### config.mk
export PLATFORM = sky130hd
export DESIGN_NAME = csa_pipe_adder
export DESIGN_NICKNAME = d
export VERILOG_FILES = /design/src/rtl/csa_pipe_adder.sv
export SDC_FILE = /design/constraint.sdc
export NUM_CORES = 1
export LEC_CHECK = 0
export CAP_MARGIN = 10
export CORE_ASPECT_RATIO = 0.7
export CORE_MARGIN = 2
export CORE_UTILIZATION = 45
export DETAILED_ROUTE_END_ITERATION = 6
export PLACE_DENSITY_LB_ADDON = 0.1
export SLEW_MARGIN = 20
export SYNTH_ARGS = -nofsm -noshare
export SYNTH_HDL_FRONTEND = slang
export SYNTH_SLANG_ARGS = --single-unit
### constraint.sdc
create_clock -name clk -period 4.5 [get_ports clk]
set_clock_uncertainty 0.15 [all_clocks]
set_input_delay 0.675 -clock clk [delete_from_list [all_inputs] [get_ports clk]]
set_output_delay 0.675 -clock clk [all_outputs]
set_load 0.02 [all_outputs]
### src/rtl/csa_pipe_adder.sv
// ---------------------------------------------------------------------------
// csa_pipe_adder
//   Two-stage pipelined carry-select adder.
//   Stage 1 computes, for each BLK-bit segment, the sum and carry-out under
//   both carry-in hypotheses (0 and 1) and registers them.
//   Stage 2 ripples the real carry through one select mux per segment and
//   registers the final sum, carry-out and signed-overflow flag.
//   Valid/ready handshakes on both sides; one result per cycle when the
//   consumer keeps out_ready high.
//
// Ports
//   clk        rising-edge clock
//   rst        asynchronous active-high reset
//   in_valid   operand transfer request
//   in_ready   block can take operands this cycle (combinational)
//   a, b       WIDTH-bit operands
//   c_in       carry into bit 0
//   out_valid  s/c_out/ovf hold a valid result
//   out_ready  consumer takes the result this cycle
//   s          (a + b + c_in) mod 2^WIDTH
//   c_out      carry out of bit WIDTH-1
//   ovf        two's-complement overflow (carry into MSB xor c_out)
// ---------------------------------------------------------------------------
module csa_pipe_adder #(
  parameter int WIDTH = 32,
  parameter int BLK   = 8
) (
  input  logic             clk,
  input  logic             rst,
  input  logic             in_valid,
  output logic             in_ready,
  input  logic [WIDTH-1:0] a,
  input  logic [WIDTH-1:0] b,
  input  logic             c_in,
  output logic             out_valid,
  input  logic             out_ready,
  output logic [WIDTH-1:0] s,
  output logic             c_out,
  output logic             ovf
);

  localparam int NSEG = WIDTH / BLK;

  // Handshake / stall control
  logic r_v1;
  logic r_v2;
  logic w_adv1;
  logic w_adv2;
  logic w_in_fire;

  assign w_adv2    = !r_v2 || out_ready;
  assign w_adv1    = r_v1 && w_adv2;
  assign in_ready  = !r_v1 || w_adv2;
  assign w_in_fire = in_valid && in_ready;

  // Stage-1 candidate generation (combinational, from the raw operands)
  logic [BLK-1:0] w_sum0 [NSEG];
  logic [BLK-1:0] w_sum1 [NSEG];
  logic [NSEG-1:0] w_cout0;
  logic [NSEG-1:0] w_cout1;
  logic            w_p_msb;
  logic            w_msbc0;
  logic            w_msbc1;

  generate
    for (genvar gi = 0; gi < NSEG; gi++) begin : g_seg
      logic [BLK-1:0] w_a_seg;
      logic [BLK-1:0] w_b_seg;
      assign w_a_seg = a[gi*BLK +: BLK];
      assign w_b_seg = b[gi*BLK +: BLK];
      assign {w_cout0[gi], w_sum0[gi]} = {1'b0, w_a_seg} + {1'b0, w_b_seg};
      assign {w_cout1[gi], w_sum1[gi]} = {1'b0, w_a_seg} + {1'b0, w_b_seg}
                                         + {{BLK{1'b0}}, 1'b1};
    end
  endgenerate

  // The carry into the MSB falls out of the top segment's sum bit:
  // sum[msb] = p[msb] ^ carry_in[msb], so carry_in[msb] = sum[msb] ^ p[msb].
  assign w_p_msb = a[WIDTH-1] ^ b[WIDTH-1];
  assign w_msbc0 = w_sum0[NSEG-1][BLK-1] ^ w_p_msb;
  assign w_msbc1 = w_sum1[NSEG-1][BLK-1] ^ w_p_msb;

  // Stage-1 registers
  logic [BLK-1:0]  r_sum0 [NSEG];
  logic [BLK-1:0]  r_sum1 [NSEG];
  logic [NSEG-1:0] r_cout0;
  logic [NSEG-1:0] r_cout1;
  logic            r_msbc0;
  logic            r_msbc1;
  logic            r_cin;

  always_ff @(posedge clk or posedge rst) begin
    if (rst) begin
      r_v1    <= 1'b0;
      r_cout0 <= '0;
      r_cout1 <= '0;
      r_msbc0 <= 1'b0;
      r_msbc1 <= 1'b0;
      r_cin   <= 1'b0;
      for (int k = 0; k < NSEG; k++) begin
        r_sum0[k] <= '0;
        r_sum1[k] <= '0;
      end
    end else begin
      if (w_in_fire) begin
        r_v1    <= 1'b1;
        r_cout0 <= w_cout0;
        r_cout1 <= w_cout1;
        r_msbc0 <= w_msbc0;
        r_msbc1 <= w_msbc1;
        r_cin   <= c_in;
        for (int k = 0; k < NSEG; k++) begin
          r_sum0[k] <= w_sum0[k];
          r_sum1[k] <= w_sum1[k];
        end
      end else if (w_adv1) begin
        r_v1 <= 1'b0;
      end
    end
  end

  // Stage-2 carry-select chain: one mux level per segment
  logic [NSEG:0]    w_carry;
  logic [WIDTH-1:0] w_sum;
  logic             w_msbc;

  always_comb begin
    w_carry    = '0;
    w_sum      = '0;
    w_carry[0] = r_cin;
    for (int k = 0; k < NSEG; k++) begin
      w_carry[k+1]       = w_carry[k] ? r_cout1[k] : r_cout0[k];
      w_sum[k*BLK +: BLK] = w_carry[k] ? r_sum1[k] : r_sum0[k];
    end
    w_msbc = w_carry[NSEG-1] ? r_msbc1 : r_msbc0;
  end

  // Stage-2 registers
  logic [WIDTH-1:0] r_s;
  logic             r_c_out;
  logic             r_ovf;

  always_ff @(posedge clk or posedge rst) begin
    if (rst) begin
      r_v2    <= 1'b0;
      r_s     <= '0;
      r_c_out <= 1'b0;
      r_ovf   <= 1'b0;
    end else begin
      if (w_adv1) begin
        r_v2    <= 1'b1;
        r_s     <= w_sum;
        r_c_out <= w_carry[NSEG];
        r_ovf   <= w_msbc ^ w_carry[NSEG];
      end else if (r_v2 && out_ready) begin
        r_v2 <= 1'b0;
      end
    end
  end

  assign out_valid = r_v2;
  assign s         = r_s;
  assign c_out     = r_c_out;
  assign ovf       = r_ovf;

endmodule

### Yosys cells after proc, flatten, opt, wreduce, memory -nomap -nowiden

Cells that the tools add are included.

| cells by class | value |
|---|---|
| add/sub/neg operators | 8 |
| multiplexer cells | 13 |
| bitwise operators | 4 |
| reductions and logical operators | 9 |

Operators by type and width:

| kind | number |
|---|---|
| adder 8 x 8 -> 9 bit | 4 |
| adder 9 x 1 -> 9 bit, second input constant | 4 |
| 2-to-1 mux 8 bit | 4 |
| 2-to-1 mux 1 bit | 9 |
| nonzero test 2 bit | 2 |
| XOR 1 bit | 4 |
| logical AND 1 bit | 3 |
| zero test 1 bit | 2 |
| logical OR 1 bit | 2 |

| word-level totals | value |
|---|---|
| register bits after elaboration | 111 |
| input port bits | 69 |
| output and inout bits | 36 |
| word-level logic and storage cells | 52 |

### Depth between registers and ports, before layout

| depth | value |
|---|---|
| depth after elaboration | 5 |
| gate-level depth with buffers | 10 |
| gate-level depth less buffers | 9 |

### Worst setup path before layout

OpenSTA, ideal clock, no wires.

| timing path | value |
|---|---|
| path kind | input to register |
| from | input a[24] |
| to | register r_cout1[3] |
| setup time | 135 ps |
| data arrival time | 2691 ps |
| data required time | 4215 ps |
| path slack | 1525 ps |
| stages on the path | 9 |
| path buffers | 0 |
| cell sequence | ha_1 -> inv_1 -> fa_1 -> nand2b_1 -> a21oi_1 -> xnor2_1 -> or4_4 -> a2111oi_0 -> o31ai_1 |

| between the ends | value |
|---|---|
| longest elaborated chain between the ends | 2 |

Ends and longest elaborated chain:

| item | RTL line | RTL |
|---|---|---|
| start, declared | 32 | `input logic [WIDTH-1:0] a,` |
| adder 8 x 8 -> 9 bit | 72 | `assign {w_cout1[gi], w_sum1[gi]} = {1'b0, w_a_seg} + {1'b0, w_b_seg}` |
| adder 9 x 1 -> 9 bit | 73 | `+ {{BLK{1'b0}}, 1'b1};` |
| end signal, assigned | 108 | `r_cout1 <= w_cout1;` |
| end, declared | 87 | `logic [NSEG-1:0] r_cout1;` |

No other way between the ends.
A chain may end at the register's enable or synchronous reset.

### Final worst setup path

Ends and elaborated chain as after synthesis.

==> results.tsv <==
metric	value	unit
outcome	complete, no violations	
Die Height	103	um
commonest non-fill, non-tap cell in the layout	nand2_1	
clk buf depth	2	
synthesized area	6250	um^2
Die ar.	14900	um^2
kind of critical path	in2reg	
register clock-pin slew on the reported worst setup and hold paths	0.08	ns
total power	3.51	mW
crit-path leading delay family	compound AO/OA/AOI/OAI gates	
Post-route DRC	0	
Int Power	2.34	mW
clock network power share	26.3	%
CTS Hold Buffers Added	0	
Crit path arrival time	3.40	ns
Mapped Nets	774	
Setup TNS Final	0	ns
CTS tree	built	
total CTS buffers	9	
Post-synth EDFFs	0	
CP Launch Point	a[24]	
Cell variety after synth	62	
CP Cell Sequence	clkdlybuf4s50_1, ha_1, inv_1, fa_1, nand2b_1, a21oi_1, xnor2_1, or4_4, a2111oi_0, o31ai_1	
Final Max Tran Viols	0	
CORE AREA	13400	um^2
most frequent cells in the layout	nand2_1, dfrtp_1, clkdlybuf4s50_1	
Placed Cells	937	
Nets	872	
Placed Area	7490	um^2
R2R cell count	7	
Worst Setup EP	r_cout1[3]	
CP Data Required Time	4.58	ns
CP endpoint kind	register	
leakage	3.54	nW
Main synth FF type	dfrtp_1	
Critical path buffers and inverters	2	
Setup Buffers After CTS	0	
via count	5037	
highest achievable clock rate	301	MHz
First DRT Iteration DRCs	213	
Final Core Density	58.7	%
Seq pwr share	39.8	%
ratio of cells with drive above 1 in the final layout	5.60	%
worst reg2reg path startpoint	r_cin	
area grow syn2layout	25.5	%
crit share post-route	73.8	%
GRT Residual Overflow	0	
first-pass GRT wire length	23800	um
Hold WC Path Type	reg2reg	
CTS root buffer	clkbuf_16	
initial antenna violation count	0	
1st-pass router iterations	5	
detail-routed via count per cell	5.29	
Worst Path Max Fanout	4	
minimum clock period	3.32	ns
fin area	7850	um^2
final WL	14300	um
final hold violations	0	
max_cap viols	0	
Final ANT Viol Nets	0	
RSZ-0062 raised after global routing	false	
Post-DP HPWL	10700	um
vias in the first global route	4791	
Layout Cells excl Fill	953	
CP max stage delay	0.55	ns
Ys Warns	0	
switching pwr	1.17	mW
Gate Count Post-Synth	665	
register area share after synthesis	44.4	%
Starting Density	46.8	%
hold depth	2	
Worst-Margin Slew	0.896	ns
syn_area_per_cell	9.40	um^2
Switching Share	33.3	%
CP Launch Type	input pin	
Worst-Skew Late Latency	0.35	ns
r2r setup slk	1.52	ns
Power Density	448	nW/um^2
routability cong.	0.816	
die width	145	um
# IOs	105	
# resized after CTS	0	
pin count of the biggest net entering global routing	69	
CP Depth	10	
slew margin rel.	40.3	%
Comb power frac	33.8	%
# rows	35	
fill cell count	1198	
Crit-path slowest cell	or4_4	
Synth Register Bits	111	
wire length per cell	15.0	um
number of port buffers	104	
Async SR Flop Fraction	100	%
GRT Util Overall	19.8	%
number of antenna diodes	0	
# clock sinks	111	
RR Endpoint	s[31]	
H-tree depth	3	
worst vdd ir	0.000267	V
# setup viols final	0	
==> synthesized netlist by cell type (all sizes together), types with 3 or more instances <==
| master | number | share of area (%) |
|---|---|---|
| inv | 9 | 0.54 |
| mux2i | 36 | 6.0 |
| nand3 | 9 | 0.72 |
| a311o | 3 | 0.48 |
| or3b | 3 | 0.42 |
| nor2 | 24 | 1.4 |
| xor2 | 21 | 3.1 |
| clkbuf | 21 | 1.3 |
| a211oi | 9 | 1.2 |
| nand2b | 6 | 0.60 |
| and2 | 4 | 0.40 |
| o21a | 7 | 0.84 |
| or4 | 3 | 0.42 |
| nor4 | 3 | 0.30 |
| o21ai | 76 | 6.1 |
| a21o | 6 | 0.72 |
| o211ai | 4 | 0.48 |
| o31ai | 4 | 0.48 |
| ha | 36 | 7.2 |
| xnor2 | 22 | 3.1 |
| dfrtp | 111 | 44 |
| o21bai | 3 | 0.36 |
| nand2 | 173 | 10 |
| fa | 4 | 1.3 |
| and3 | 10 | 1.1 |
| buf | 5 | 0.54 |
| nand3b | 3 | 0.36 |
| a21oi | 14 | 1.1 |
| nand4 | 5 | 0.50 |
==> state kept, by name (all words and copies together), names as in the netlist <==
| register | count |
|---|---|
| s | 32 |
| out_valid | 1 |
| r_msbc0 | 1 |
| ovf | 1 |
| c_out | 1 |
| r_msbc1 | 1 |
| r_sum1 | 32 |
| r_sum0 | 32 |
| r_cout1 | 4 |
| r_v1 | 1 |
| r_cout0 | 4 |
| r_cin | 1 |
==> worst min-delay path by stage <==
stage	start	end	slack [ns]
after global placement	r_sum0[8]	r_sum0[8]	0.31
after global routing	r_sum0[12]	r_sum0[12]	0.35
after floorplan	r_sum1[17]	r_sum1[17]	0.29
after CTS	r_sum0[18]	r_sum0[18]	0.33
after detailed placement	r_sum0[18]	r_sum0[18]	0.31
final	r_sum0[16]	r_sum0[16]	0.33
==> through the flow <==
stage               hold slack, ns  setup slack [ns]
global route                 0.354              1.01
floorplan                    0.295             0.744
global placement             0.308             0.962
finish                       0.331              1.18
CTS                          0.331              1.16
detailed placement           0.313             0.811
==> cell type report <==
| type | instances | area, um^2 | share of cell area (%) |
|---|---|---|---|
| Inverter | 9 | 36.3 | 0.463 |
| Tap cell | 185 | 231 | 2.95 |
| Clock inverter | 7 | 126 | 1.61 |
| Timing Repair Buffer | 113 | 1110 | 14.1 |
| Clock buffer | 9 | 225 | 2.87 |
| Multi-Input combinational cell | 519 | 3340 | 42.6 |
| Sequential cell | 111 | 2780 | 35.4 |
==> power groups by stage <==
stage	sequential, mW	clock, mW	combinational [mW]
2_1_floorplan	1.51	0	0.620
3_3_place_gp	1.41	0	1.17
3_5_place_dp	1.42	0	1.19
4_1_cts	1.40	0.944	1.19
5_1_grt	1.43	0.979	1.31
6_report	1.40	0.925	1.19
==> worst register-to-register path: stages, from the launching register on <==
cell     delay, ns
dfrtp_1       0.68
mux2i_1       0.31
buf_4         0.27
mux2i_4       0.57
mux2i_1       0.30
buf_4         0.26
mux2i_1       0.22
o21ai_0       0.08
==> layer usage <==
layer	track usage [%]	share of wire, %	up-vias	routed length [um]
met1	30.2	53	2388	7520
met3	4.07	4.9	7	692
met5	0	0	-	0
met4	3.66	0.56	0	80
li1	-	-	2511	-
met2	29.3	42	131	5960
==> cells by family (layout without fill, tap and decap cells) <==
family	Yosys count	in the layout	share of synthesized area (%)
fa+ha+maj	40	40	8.48
xor+xnor	43	43	6.14
compound gates	146	146	14.7
flops	111	111	44.4
simple gates	252	252	17.6
mux	38	38	6.32
buf+inv	35	138	2.34
Power figures use the tool's default switching activity.
